$ cat config.mk
export PLATFORM = sky130hd
export DESIGN_NAME = io_ccff_loader
export DESIGN_NICKNAME = d
export VERILOG_FILES = /design/src/rtl/io_ccff_loader.sv
export SDC_FILE = /design/constraint.sdc
export NUM_CORES = 1
export LEC_CHECK = 0
export CAP_MARGIN = 20
export CORE_ASPECT_RATIO = 1.2
export CORE_MARGIN = 8
export CORE_UTILIZATION = 45
export DETAILED_ROUTE_END_ITERATION = 16
export GPL_TIMING_DRIVEN = 1
export PLACE_DENSITY = 0.67
export SLEW_MARGIN = 20
export SYNTH_ARGS = -nofsm -noshare
export SYNTH_HDL_FRONTEND = slang
export SYNTH_SLANG_ARGS = --single-unit
export TNS_END_PERCENT = 100
$ cat constraint.sdc
create_clock -name prog_clk -period 2.2 [get_ports prog_clk]
set_input_delay 0.55 -clock prog_clk [delete_from_list [all_inputs] [get_ports prog_clk]]
set_output_delay 0.55 -clock prog_clk [all_outputs]
set_load 0.05 [all_outputs]
$ cat src/rtl/io_ccff_loader.sv
// IO-tile configuration chain loader: serialises cfg words onto ccff_head.
// Optional CRC readback of the chain is enabled with IO_CCFF_READBACK_EN.
`timescale 1ns/1ps
module io_ccff_loader #(
  parameter int CHAIN_LEN = 24,
  parameter int WORD_W    = 8,
  parameter int ISOL_HOLD = 4
) (
  input  logic              prog_clk,
  input  logic              prog_reset,
  input  logic              cfg_start,
  input  logic [WORD_W-1:0] cfg_data,
  input  logic              cfg_valid,
  output logic              cfg_ready,
  output logic              ccff_head,
  input  logic              ccff_tail,
  output logic              IO_ISOL_N,
  output logic              cfg_busy,
  output logic              cfg_done,
  output logic              cfg_err
);
  localparam int BW = $clog2(CHAIN_LEN + 1);
  localparam int HW = $clog2(ISOL_HOLD + 1);
  localparam int CW = $clog2(WORD_W + 1);

  typedef enum logic [2:0] {
    IDLE,
    ISOLATE,
    SHIFT,
    SETTLE,
`ifdef IO_CCFF_READBACK_EN
    VERIFY,
`endif
    DONE
  } state_t;

  state_t            state_q, state_n;
  logic [HW-1:0]     hold_q, hold_n;
  logic [BW-1:0]     bit_q, bit_n;
  logic [CW-1:0]     left_q, left_n;
  logic [WORD_W-1:0] wreg_q, wreg_n;
  logic              head_q, head_n;
  logic              conf_q, conf_n;
  logic              clr, new_bit;
  logic [BW-1:0]     rem;
  logic              last_w;

  assign rem      = BW'(CHAIN_LEN) - bit_q;
  assign last_w   = 32'(rem) < WORD_W;
  assign cfg_busy = state_q != IDLE;

`ifdef IO_CCFF_READBACK_EN
  logic [7:0] crc_tx_q, crc_rx_q;
  logic       err_q;
  logic       crc_match;
  logic       ver_last;

  function automatic logic [7:0] crc8(input logic [7:0] c, input logic b);
    logic fb;
    fb = c[7] ^ b;
    return {c[6:0], 1'b0} ^ (fb ? 8'h07 : 8'h00);
  endfunction

  assign crc_match = crc8(crc_rx_q, ccff_tail) == crc_tx_q;
  assign ver_last  = bit_q == BW'(CHAIN_LEN - 1);
  assign cfg_err   = err_q;
  // Recirculate so the chain holds its contents after the readback pass
  assign ccff_head = (state_q == VERIFY) ? ccff_tail : head_q;
`else
  logic unused_sig;
  assign unused_sig = ^{ccff_tail, clr, new_bit};
  assign cfg_err    = 1'b0;
  assign ccff_head  = head_q;
`endif

  always_comb begin
    state_n   = state_q;
    hold_n    = hold_q;
    bit_n     = bit_q;
    left_n    = left_q;
    wreg_n    = wreg_q;
    head_n    = head_q;
    conf_n    = conf_q;
    clr       = 1'b0;
    new_bit   = 1'b0;
    cfg_ready = 1'b0;
    cfg_done  = 1'b0;
    unique case (state_q)
      IDLE: begin
        if (cfg_start) begin
          state_n = ISOLATE;
          conf_n  = 1'b0;
          clr     = 1'b1;
          hold_n  = '0;
          bit_n   = '0;
          left_n  = '0;
          head_n  = 1'b0;
        end
      end
      ISOLATE: begin
        if (hold_q == HW'(ISOL_HOLD - 1)) begin
          hold_n  = '0;
          state_n = SHIFT;
        end else begin
          hold_n = hold_q + HW'(1);
        end
      end
      SHIFT: begin
        if (bit_q == BW'(CHAIN_LEN)) begin
          state_n = SETTLE;
          head_n  = 1'b0;
          hold_n  = '0;
          bit_n   = '0;
        end else if (left_q != '0) begin
          new_bit = 1'b1;
          head_n  = wreg_q[0];
          wreg_n  = wreg_q >> 1;
          left_n  = left_q - CW'(1);
          bit_n   = bit_q + BW'(1);
        end else begin
          cfg_ready = 1'b1;
          if (cfg_valid) begin
            new_bit = 1'b1;
            head_n  = cfg_data[0];
            wreg_n  = cfg_data >> 1;
            // Final word only carries the bits still missing from the chain
            left_n  = last_w ? CW'(rem - BW'(1)) : CW'(WORD_W - 1);
            bit_n   = bit_q + BW'(1);
          end
        end
      end
      SETTLE: begin
        if (hold_q == HW'(ISOL_HOLD - 1)) begin
          hold_n = '0;
`ifdef IO_CCFF_READBACK_EN
          state_n = VERIFY;
`else
          state_n = DONE;
`endif
        end else begin
          hold_n = hold_q + HW'(1);
        end
      end
`ifdef IO_CCFF_READBACK_EN
      VERIFY: begin
        bit_n = bit_q + BW'(1);
        if (ver_last) begin
          bit_n   = '0;
          state_n = crc_match ? DONE : IDLE;
        end
      end
`endif
      DONE: begin
        cfg_done = 1'b1;
        conf_n   = 1'b1;
        state_n  = IDLE;
      end
      default: state_n = IDLE;
    endcase
  end

  always_ff @(posedge prog_clk) begin
    if (prog_reset) begin
      state_q   <= IDLE;
      hold_q    <= '0;
      bit_q     <= '0;
      left_q    <= '0;
      wreg_q    <= '0;
      head_q    <= 1'b0;
      conf_q    <= 1'b0;
      IO_ISOL_N <= 1'b0;
    end else begin
      state_q   <= state_n;
      hold_q    <= hold_n;
      bit_q     <= bit_n;
      left_q    <= left_n;
      wreg_q    <= wreg_n;
      head_q    <= head_n;
      conf_q    <= conf_n;
      IO_ISOL_N <= (state_n == IDLE) && conf_n;
    end
  end

`ifdef IO_CCFF_READBACK_EN
  always_ff @(posedge prog_clk) begin
    if (prog_reset) begin
      crc_tx_q <= '0;
      crc_rx_q <= '0;
      err_q    <= 1'b0;
    end else if (clr) begin
      crc_tx_q <= '0;
      crc_rx_q <= '0;
      err_q    <= 1'b0;
    end else begin
      if (new_bit)
        crc_tx_q <= crc8(crc_tx_q, head_n);
      if (state_q == VERIFY)
        crc_rx_q <= crc8(crc_rx_q, ccff_tail);
      if (state_q == VERIFY && ver_last && !crc_match)
        err_q <= 1'b1;
    end
  end
`endif

endmodule

==> flow_summary.yaml <==
grt:
  grt_pass1_wl_um: 6270
  grt-ovfl-total: 0
  grt_max_degree: 17
  first_global_vias: 1408
  antenna_found_initial: 0
  grt_use_total_pct: 14.7
final_layout:
  area_growth_pct: 23.9
  drive_gt1_share_pct: 22.0
  post-route-util_pct: 58.7
  fin_nets: 210
  finalInstanceArea_um2: 1790
  n_antenna_cell: 0
  fin_cells: 227
  layout_commonest_cell: "dfxtp_1"
  final_cell_mix: "dfxtp_1 (21), nand2_1 (18), buf_4 (15)"
setup_path:
  rrSetupSlack_ps: 320
  end_kind: "primary output"
  critPathMaxFanout: 5
  r2r_start: "left_q[1]"
  r2r-end: "left_q[1]"
  crit_arrival_ps: 1580
  start_kind: "flip-flop"
  worst-r2r-cell-count: 6
  critPathKind: "reg -> out"
  critPathRequiredTime_ps: 1650
logic_synthesis:
  ys_seq_area_share_pct: 34.6
  synth_fp_nets: 186
  ys_warn_count: 0
  synth_seq_cells: 25
  synthFlopType: "dfxtp_1"
  ys_types: 51
  avgSynthCellArea_um2: 8.62
  synthesis.instances: 168
  synth_edf_count: 0
  synth_async_sr_flop_share_pct: 0
  synthesis.area_um2: 1450
status:
  status: "finished clean"
placement:
  io_buffer_count: 16
  place.gp.congestion: 0.864
  place_area_um2: 1710
  hpwl_um: 2670
  dp.cells: 221
pwr:
  power_frac_clock_pct: 26.8
  pwr-share-seq_pct: 60.3
  power.total_uw: 769
  p_sw_share_pct: 25.7
  comb_power_share_pct: 13.0
  p_leak_nw: 0.648
  p_sw_uw: 197
  worst_ir_drop_vdd_mv: 0.241
  powerDensity_nw_per_um2: 429
  p_int_uw: 572
timing:
  rsz0062_at_grt: "no"
  skew_ps: 9.76
  setup_viol: 0
  fmax_mhz: 469
  slew_violations: 0
  finalHoldViolCount: 0
  relSlewSlack_pct: 58.4
  period_share_pct: 97.0
  worstMarginPinSlew_ps: 623
  period_needed_ps: 2130
min_path:
  hold_class: "reg -> reg"
  min_from: "hold_q[2]"
  whs_path_depth: 1
  min_to: "hold_q[2]"
cts:
  cts_root_buf: "clkbuf_4"
  numCtsBuffers: 3
  cts_hold_buffers: 0
  cts_tree: "built"
  clockBufferDepth: 2
  clk_pin_slew_ps: 140
  clk_latency_ps: 320
  clkSinkCount: 25
  cts-htree-levels: 1
die:
  io_pins: 19
  num_rows: 22
  initial_utilization_pct: 47.4
  dieArea_um2: 5300
  die_y_um: 78.1
  coreArea_um2: 3060
  die_w_um: 67.8
run:
  max-cap-violations: 0
detailed_routing:
  vias: 1381
  drt_iter0_drc: 74
  drc_errors: 0
  wl_per_cell_um: 15.9
  via_per_inst: 6.08
  drtPass1Iterations: 4
  routed_wl_um: 3610
  final_antenna_net_count: 0
-- flip-flops by register name, summed over array words and instances (netlist names) --
register / cells
wreg_q: 7
bit_q: 5
left_q: 4
hold_q: 3
state_q: 3
IO_ISOL_N: 1
ccff_head: 1
conf_q: 1
-- what timing repair did --
item,CTS,global route
setup endpoints to repair,1,1
buffers inserted,0,2
resized for setup,9,7
pin swaps,1,1
-- worst max-delay path, stage by stage (launching register included) --
cell,delay [ps]
dfxtp_2,360
inv_2,90
ha_4,160
or3b_4,410
nor2_4,110
buf_12,140
-- kinds of logic after synthesis --
family	after synthesis	share of synthesized area, %
simple gates	65	25.6
compound gates	49	25.3
fa+ha+maj	5	4.32
other cells	1	0.259
flops	25	34.6
xor+xnor	4	2.42
buf+inv	19	7.52
-- through the flow --
step / TNS (ps) / setup WS (ps) / hold WS [ps]
3_3_place_gp: -10.5 / -10.5 / 434
2_1_floorplan: 0 / 30.7 / 428
3_5_place_dp: -22.5 / -22.5 / 438
5_1_grt: 0 / 1.78 / 488
4_1_cts: 0 / 1.61 / 457
6_report: 0 / 65.8 / 454
-- how the worst max path moves through the flow --
stage,start,cells past startpoint,to,slack [ps]
after floorplan,bit_q[0],7,cfg_ready,30
after global placement,cfg_valid,5,bit_q[0],-10
after detailed placement,cfg_valid,5,bit_q[0],-20
after CTS,bit_q[1],6,cfg_ready,2
after global routing,left_q[1],5,cfg_ready,2
final,left_q[1],5,cfg_ready,70
-- area by class of cell --
type	instances	area, um2
fill	283	1260
multi-input combinational	124	886
sequential	25	508
timing repair buffer	31	303
tap	36	45.0
clock buffer	4	26.3
inverter	7	26.3
-- synthesized netlist by cell type (4+ instances only) --
library cell,n,area (um2)
dfxtp_1,25,500
a21oi_1,10,50.1
a211oi_1,4,30.0
buf_4,5,37.5
a311oi_1,6,52.6
inv_1,7,26.3
nor3_1,7,35.0
ha_1,5,62.6
nand2_1,18,67.6
nor3b_1,4,30.0
nor2_1,14,52.6
o21ai_0,7,35.0
-- layer usage --
| metal | routed length [um] | GRT usage, % | vias up | share of wire, % |
|---|---|---|---|---|
| met5 | 0 | 0 | - | 0 |
| met4 | 63 | 5.95 | 0 | 1.7 |
| met3 | 154 | 2.98 | 6 | 4.3 |
| met2 | 1960 | 27.4 | 31 | 54 |
| met1 | 1430 | 15.0 | 684 | 40 |
| li1 | - | - | 660 | - |
-- power groups by stage --
stage	Sequential, mW	Combinational (mW)	Clock, mW
6_report	0.464	0.0998	0.206
4_1_cts	0.463	0.0993	0.220
3_3_place_gp	0.474	0.0963	0
3_5_place_dp	0.475	0.0987	0
5_1_grt	0.465	0.108	0.235
2_1_floorplan	0.474	0.0587	0
(Power assumes the default switching activity.)
